--- config.mk ---
export PLATFORM = sky130hd
export DESIGN_NAME = addsub_seq_ctrl_flat
export DESIGN_NICKNAME = d
export VERILOG_FILES = /design/src/rtl/addsub_seq_ctrl_if.sv /design/src/rtl/addsub_seq_ctrl.sv /design/src/flat_wrapper.sv
export SDC_FILE = /design/constraint.sdc
export NUM_CORES = 1
export LEC_CHECK = 0
export BUFFER_PORTS_ARGS = -buffer_cell sky130_fd_sc_hd__buf_2
export CAP_MARGIN = 5
export CORE_AREA = 2 2 82 84
export CTS_CLUSTER_DIAMETER = 80
export DETAILED_ROUTE_END_ITERATION = 8
export DIE_AREA = 0 0 84 86
export GPL_TIMING_DRIVEN = 0
export HOLD_SLACK_MARGIN = 0.08
export PLACE_DENSITY = 0.82
export SYNTH_ARGS = -nofsm -noshare
export SYNTH_HDL_FRONTEND = slang
export SYNTH_SLANG_ARGS = --single-unit
--- constraint.sdc ---
create_clock -name clk -period 1.86 [get_ports clk]
set_input_delay 0 -clock clk [delete_from_list [all_inputs] [get_ports clk]]
set_output_delay 0 -clock clk [all_outputs]
set_load 0.005 [all_outputs]
--- src/rtl/addsub_seq_ctrl_if.sv ---
// addsub_seq_ctrl_if: operand/result handshake bundle for addsub_seq_ctrl
//   master: operand source and result consumer (drives in_valid, op, a, b, flush, out_ready)
//   slave : controller (drives in_ready, out_valid, result, c_out, ovf)
//   ovf exists only when ADDSUB_SEQ_OVF_EN is defined
interface addsub_seq_ctrl_if #(parameter int NIBBLES = 4);
   localparam int W = 4 * NIBBLES;
   logic in_valid, in_ready, op, flush, out_valid, out_ready, c_out;
   logic [W-1:0] a, b, result;
`ifdef ADDSUB_SEQ_OVF_EN
   logic ovf;
   modport master (output in_valid, op, a, b, flush, out_ready,
                   input in_ready, out_valid, result, c_out, ovf);
   modport slave (input in_valid, op, a, b, flush, out_ready,
                  output in_ready, out_valid, result, c_out, ovf);
`else
   modport master (output in_valid, op, a, b, flush, out_ready,
                   input in_ready, out_valid, result, c_out);
   modport slave (input in_valid, op, a, b, flush, out_ready,
                  output in_ready, out_valid, result, c_out);
`endif
endinterface

--- src/rtl/addsub_seq_ctrl.sv ---
// addsub_seq_ctrl: signed W=4*NIBBLES add/sub stepped through one 4-bit slice, LS nibble first
//   clk : clock, rst : async active-high reset
//   bus : addsub_seq_ctrl_if.slave (operand handshake in, result handshake out, flush)
//   ADDSUB_SEQ_OVF_EN : when defined, adds the registered signed-overflow output ovf
module addsub_seq_ctrl #(parameter int NIBBLES = 4) (
   input logic clk,
   input logic rst,
   addsub_seq_ctrl_if.slave bus
);
   localparam int W = 4 * NIBBLES;
   localparam int IW = $clog2(NIBBLES);
   typedef enum logic [1:0] {IDLE, RUN, DONE} state_t;
   state_t state_q;
   logic [W-1:0] a_q, b_q, acc_q, result_q;
   logic [IW-1:0] idx_q;
   logic op_q, carry_q, c_out_q, in_ready_q, out_valid_q;
   logic [3:0] b_nib;
   logic [4:0] sum;
   // operands shift right each RUN cycle, so the active nibble is always [3:0]
   assign b_nib = op_q ? ~b_q[3:0] : b_q[3:0];
   assign sum = {1'b0, a_q[3:0]} + {1'b0, b_nib} + {4'd0, carry_q};
`ifdef ADDSUB_SEQ_OVF_EN
   logic ovf_q;
   logic [3:0] low3;
   // low3[3] is the carry into the top bit of the current nibble
   assign low3 = {1'b0, a_q[2:0]} + {1'b0, b_nib[2:0]} + {3'd0, carry_q};
   assign bus.ovf = ovf_q;
`endif
   always_ff @(posedge clk or posedge rst) begin
      if (rst) begin
         state_q <= IDLE;
         a_q <= '0;
         b_q <= '0;
         acc_q <= '0;
         result_q <= '0;
         idx_q <= '0;
         op_q <= 1'b0;
         carry_q <= 1'b0;
         c_out_q <= 1'b0;
         in_ready_q <= 1'b1;
         out_valid_q <= 1'b0;
`ifdef ADDSUB_SEQ_OVF_EN
         ovf_q <= 1'b0;
`endif
      end else if (bus.flush) begin
         state_q <= IDLE;
         in_ready_q <= 1'b1;
         out_valid_q <= 1'b0;
      end else begin
         case (state_q)
            IDLE: if (bus.in_valid) begin
               a_q <= bus.a;
               b_q <= bus.b;
               op_q <= bus.op;
               carry_q <= bus.op;
               idx_q <= '0;
               in_ready_q <= 1'b0;
               state_q <= RUN;
            end
            RUN: begin
               a_q <= a_q >> 4;
               b_q <= b_q >> 4;
               // finished nibbles enter at the top and drift down to their final position
               acc_q <= {sum[3:0], acc_q[W-1:4]};
               carry_q <= sum[4];
               idx_q <= idx_q + 1'b1;
               if (idx_q == IW'(NIBBLES - 1)) begin
                  result_q <= {sum[3:0], acc_q[W-1:4]};
                  c_out_q <= sum[4];
`ifdef ADDSUB_SEQ_OVF_EN
                  ovf_q <= low3[3] ^ sum[4];
`endif
                  out_valid_q <= 1'b1;
                  state_q <= DONE;
               end
            end
            DONE: if (bus.out_ready) begin
               out_valid_q <= 1'b0;
               in_ready_q <= 1'b1;
               state_q <= IDLE;
            end
            default: state_q <= IDLE;
         endcase
      end
   end
   assign bus.in_ready = in_ready_q;
   assign bus.out_valid = out_valid_q;
   assign bus.result = result_q;
   assign bus.c_out = c_out_q;
endmodule
--- src/flat_wrapper.sv ---
// flat-port wrapper written by rule: the top's interface ports become plain ports
module addsub_seq_ctrl_flat 
#(parameter int NIBBLES = 4)
  (clk, rst, bus_in_valid, bus_op, bus_a, bus_b, bus_flush, bus_out_ready, bus_in_ready, bus_out_valid, bus_result, bus_c_out);
  addsub_seq_ctrl_if #(.NIBBLES(NIBBLES)) bus_i ();
  input logic clk;
  input logic rst;
  input wire logic [$bits(bus_i.in_valid)-1:0] bus_in_valid;
  input wire logic [$bits(bus_i.op)-1:0] bus_op;
  input wire logic [$bits(bus_i.a)-1:0] bus_a;
  input wire logic [$bits(bus_i.b)-1:0] bus_b;
  input wire logic [$bits(bus_i.flush)-1:0] bus_flush;
  input wire logic [$bits(bus_i.out_ready)-1:0] bus_out_ready;
  output wire logic [$bits(bus_i.in_ready)-1:0] bus_in_ready;
  output wire logic [$bits(bus_i.out_valid)-1:0] bus_out_valid;
  output wire logic [$bits(bus_i.result)-1:0] bus_result;
  output wire logic [$bits(bus_i.c_out)-1:0] bus_c_out;
  assign bus_i.in_valid = bus_in_valid;
  assign bus_i.op = bus_op;
  assign bus_i.a = bus_a;
  assign bus_i.b = bus_b;
  assign bus_i.flush = bus_flush;
  assign bus_i.out_ready = bus_out_ready;
  assign bus_in_ready = bus_i.in_ready;
  assign bus_out_valid = bus_i.out_valid;
  assign bus_result = bus_i.result;
  assign bus_c_out = bus_i.c_out;
  addsub_seq_ctrl #(.NIBBLES(NIBBLES)) u_core (.clk(clk), .rst(rst), .bus(bus_i));
endmodule
# After elaboration in Yosys (flattened, before gate mapping)
# Cells that the tools add are included.
# totals
ram_bits	0
n_memories	0
latchBits	0
ff_bits	73
out_inout_bits	19
mem_bits_ro	0
elab_cells	56
inputBits	38
# op_classes
n_div	0
n_addsub	3
n_lt_le_gt_ge	0
eq_ne	7
n_mul	0
n_shift	0
n_mux	22
n_reduce_logical	11
bitwise_logic	2
# ops
op	n
one-hot mux 16 bit (2 select lines)	2
2-to-1 mux 16 bit	2
AND reduction 3 bit	6
2-to-1 mux 2 bit	5
2-to-1 mux 1 bit	7
!= test 3 bit (second input constant)	2
one-hot mux 1 bit (2 select lines)	3
one-hot mux 2 bit (3 select lines)	1
nonzero test 3 bit	2
adder 4 x 4 -> 5 bit	1
adder 5 x 1 -> 5 bit	1
== test 2 bit (second input constant)	2
2-to-1 mux 4 bit	1
NOT 4 bit	1
one-hot mux 2 bit (2 select lines)	1
!= test 3 x 2 -> 1 bit (second input constant)	1
adder 2 x 1 -> 2 bit (second input constant)	1
== test 2 x 1 -> 1 bit (second input constant)	1
zero test 2 bit	1
!= test 2 bit (second input constant)	1
AND reduction 2 bit	1
nonzero test 2 bit	1
NOT 1 bit	1

# Longest topological paths before layout
# depth
ltp_word	5
depth_mapped	8

# Worst setup path before layout
# OpenSTA, ideal clock, no wires.
# synth_path
path_type	register to register
start	register u_core.op_q
end	register u_core.carry_q
setup_ps	91
n_path_buf	1
path_stages_with_launch	9
arrival_time_ps	1785
required_time_ps	1769
setup_slack_ps	-16
cell_sequence	dfrtp_1 clkbuf_1 xnor2_1 fa_1 fa_1 inv_1 a21o_1 a21oi_1 o221ai_1
# synth_via
elab_chain_cells	4
# synth_lines
element	line	text
start, declared	addsub_seq_ctrl.sv:16	logic op_q, carry_q, c_out_q, in_ready_q, out_valid_q;
start signal, assigned	addsub_seq_ctrl.sv:54	op_q <= bus.op;
2-to-1 mux 4 bit	addsub_seq_ctrl.sv:20	assign b_nib = op_q ? ~b_q[3:0] : b_q[3:0];
adder 4 x 4 -> 5 bit	addsub_seq_ctrl.sv:21	assign sum = {1'b0, a_q[3:0]} + {1'b0, b_nib} + {4'd0, carry_q};
adder 5 x 1 -> 5 bit	addsub_seq_ctrl.sv:21	
one-hot mux 1 bit (2 select lines)	addsub_seq_ctrl.sv:50	case (state_q)
end signal, assigned	addsub_seq_ctrl.sv:55	carry_q <= bus.op;
end signal, assigned	addsub_seq_ctrl.sv:65	carry_q <= sum[4];
end, declared	addsub_seq_ctrl.sv:16	
# Every way passes these cells.
# A chain may end at the register's enable or synchronous reset.

# Final worst setup path
# Ends and elaborated chain as after synthesis.

==> run metrics <==
status complete, no violations; commonest non-fill, non-tap cell in the layout nand2_1; drt total wl between 6000 and 7000 um; Final HPWL DP 4160 um; antenna viol nets, final 0; nets 448; PortBufs 55; most frequent cells in the layout 99 x nand2_1, 67 x dfrtp_1, 59 x buf_2, 38 x dlygate4sd3_1, 24 x mux2i_1; FF-to-FF End u_core.carry_q; total gr overflow 0; sw power 1.41 mW; largest net degree at the start of global routing 70; area occupied by multi-input gates roughly 1200 um^2; Avg WL per Cell 13.7 um; VDD IR max 0.641 mV; routed vias/inst 4.96; Reg2Reg Depth 7; Avg Cell Area, Syn about 10 um^2; drt pass-1 iters 4; Layout area overhead 32.3%; Critical Path Max Stage Delay about 460 ps; Post-synth EDFFs 0; Hold Path Class input port to async pin; top cell type's share of synthesized area 0.552; Crit-path slowest cell dfrtp_2; Sum Neg Setup Slack 0 ps; row count 29; Crit. End Element flip-flop; FILL cells approximately 490; Required @ worst endpoint 2110 ps; first-pass GRT wire length 11,300 um; vias in the first global route 2,459; # clock sinks slightly below 70; Die Span Y 86 um; post-synthesis net count 342; final setup fails 0; core area 6280 um^2; Initial Util 0.491; RR Startpoint u_core.op_q; GPL Wtd Cong 0.752; die area 7220 um^2; Clk Latency, worst-skew pair roughly 340 ps; clock root cell clkbuf_8; CTS tree yes; ANT cells 0; Final WS setup 48.8 ps; CTS H-Tree Depth 3; leakage roughly 2.1 nW; Seq cells post-synth 69; post-route clock period utilization 0.974; max cap viols 0; IO Count 57; DRC Markers 0; Synth area leaders dfrtp_1 55%, nand2_1 12%, mux2i_1 7.8%; register share of total power 0.471; Syn Inst Count 298; Max clock buf depth 2; Setup CP Type flip-flop to flip-flop; max-slew violation count 0; Comb pwr share 0.285; initial antenna violation count 0; Tmin final 1810 ps; Slew headroom 0.444; Async SR Flop Fraction 1.00; P_int 3.11 mW; fmax 0.552 GHz; Post-Route Skew around 6.4 ps; Distinct cells, synth 38; Num CTS Buffers 9; Max Fanout on Critical Path 5; Crit path top cell by count fa_2; Reg2Reg Setup Slack 50 ps; Chip Width between 80 and 90 um; Seq/Total Area, Yosys 0.561; area leader, netlist dfrtp_1; worst-margin pin slew 834 ps; cells along the critical path xnor2_2 > fa_2 > fa_2 > inv_1 > a21o_1 > a21oi_2 > o221ai_1; Iter 0 DRT Violations 107; crit path DAT 2070 ps; Ys Warns 0; Worst-path clk slew 70 ps; power share of the clock group 0.244; gr usage total 0.199; pwr/cell area roughly 1100 nW/um^2; CP Launch Type flip-flop; Cell Area, Synth 3080 um^2; predominant post-synthesis flop cell dfrtp_1; RSZ-0062 raised after global routing yes; final hold violation count 0; share of cells above drive strength 1 0.243; Design Power about 4.5 mW; switching share of total power 0.312; worst slack, placed -137 ps; Sequential cell area 1730 um^2; total number of vias approximately 2.4k
Yosys cell counts, types with 2 or more instances:
master,n
buf_2,4
buf_6,3
nand2_1,99
inv_1,8
a21oi_1,5
xor2_1,5
o21ai_0,15
buf_4,3
mux2i_1,24
o21bai_1,2
fa_1,2
o21ai_1,21
ha_1,4
clkbuf_1,5
dfrtp_1,68
a22o_1,8
layout make-up:
cell class              count  area share
plain buffers              16      0.0310
clock buffers              14      0.0424
clock inverters             1     0.00123
inverters                   9     0.00891
multi-input cells         203       0.302
flip-flops and latches     69       0.424
well taps                  77      0.0236
repair buffers             96       0.166
routing by layer:
| metal | track usage | part of all wire |
|---|---|---|
| met1 | 0.224 | 0.42 |
| met2 | 0.359 | 0.52 |
| met3 | 0.0751 | 0.051 |
| met5 | 0 | 0 |
| met4 | 0.0528 | 0.0084 |
sequential cells by signal, summed over array words and instances, names as in the netlist:
signal	count
u_core.a_q	16
u_core.acc_q	12
u_core.b_q	16
u_core.bus.c_out	1
u_core.bus.in_ready	1
u_core.bus.out_valid	1
u_core.bus.result	16
u_core.carry_q	1
u_core.idx_q	2
u_core.op_q	1
u_core.state_q	2
timing repair:
| action | CTS | global route |
|---|---|---|
| resized for setup | 4 | 5 |
| gates cloned | 0 | 0 |
| endpoints found under the setup margin | 6 | 5 |
| hold buffers | 38 | 0 |
| setup buffers | 1 | 2 |
| endpoints found under the hold margin | 105 | 0 |
| pin swaps | 2 | 3 |
worst max-delay path: cells and delay by family (launching register included):
family / cells / cell delay, ps
adders and majority gates: 2 / 730
DFF: 1 / 460
AOI/OAI and AO/OA: 3 / 340
xor gates and xnor gates: 1 / 150
buffers and inverters: 1 / 60
logic make-up (layout without fill, tap and decap cells):
| logic type | after synthesis | after routing | synth area share |
|---|---|---|---|
| buffers and inverters | 26 | 136 | 0.0532 |
| and+or+nand+nor | 110 | 110 | 0.152 |
| muxes | 24 | 24 | 0.0780 |
| DFF | 69 | 69 | 0.561 |
| AOI/OAI and AO/OA | 57 | 57 | 0.110 |
| xor gates and xnor gates | 6 | 6 | 0.0171 |
| adders and majority gates | 6 | 6 | 0.0292 |
power groups by stage:
stage | combinational, mW | clock, mW | sequential (mW)
after global placement | 1.03 | 0 | 2.12
final | 1.29 | 1.11 | 2.13
after global routing | 1.46 | 1.19 | 2.18
after detailed placement | 1.08 | 0 | 2.14
after CTS | 1.18 | 1.12 | 2.12
after floorplan | 0.774 | 0 | 2.09
worst max-delay path by stage:
stage	end	startpoint	slack, ps
final	u_core.carry_q	u_core.op_q	50
after global routing	u_core.bus.result[15]	u_core.op_q	-8
after CTS	u_core.bus.result[15]	u_core.op_q	10
after detailed placement	u_core.bus.c_out	u_core.op_q	-140
after global placement	u_core.bus.result[10]	rst	-650
after floorplan	u_core.carry_q	u_core.op_q	10
through the flow:
| stage | instance area [um^2] | hold WS (ps) | util | cells |
|---|---|---|---|---|
| finish | 4070 | 383 | 0.649 | 485 |
| global route | 4070 | 407 | 0.649 | 485 |
| CTS | 4030 | 394 | 0.642 | 483 |
| detailed placement | 3460 | 225 | 0.551 | 430 |
| global placement | 3450 | 218 | 0.550 | 430 |
| floorplan | 3080 | 133 | - | 298 |
Power figures use the tool's default switching activity.
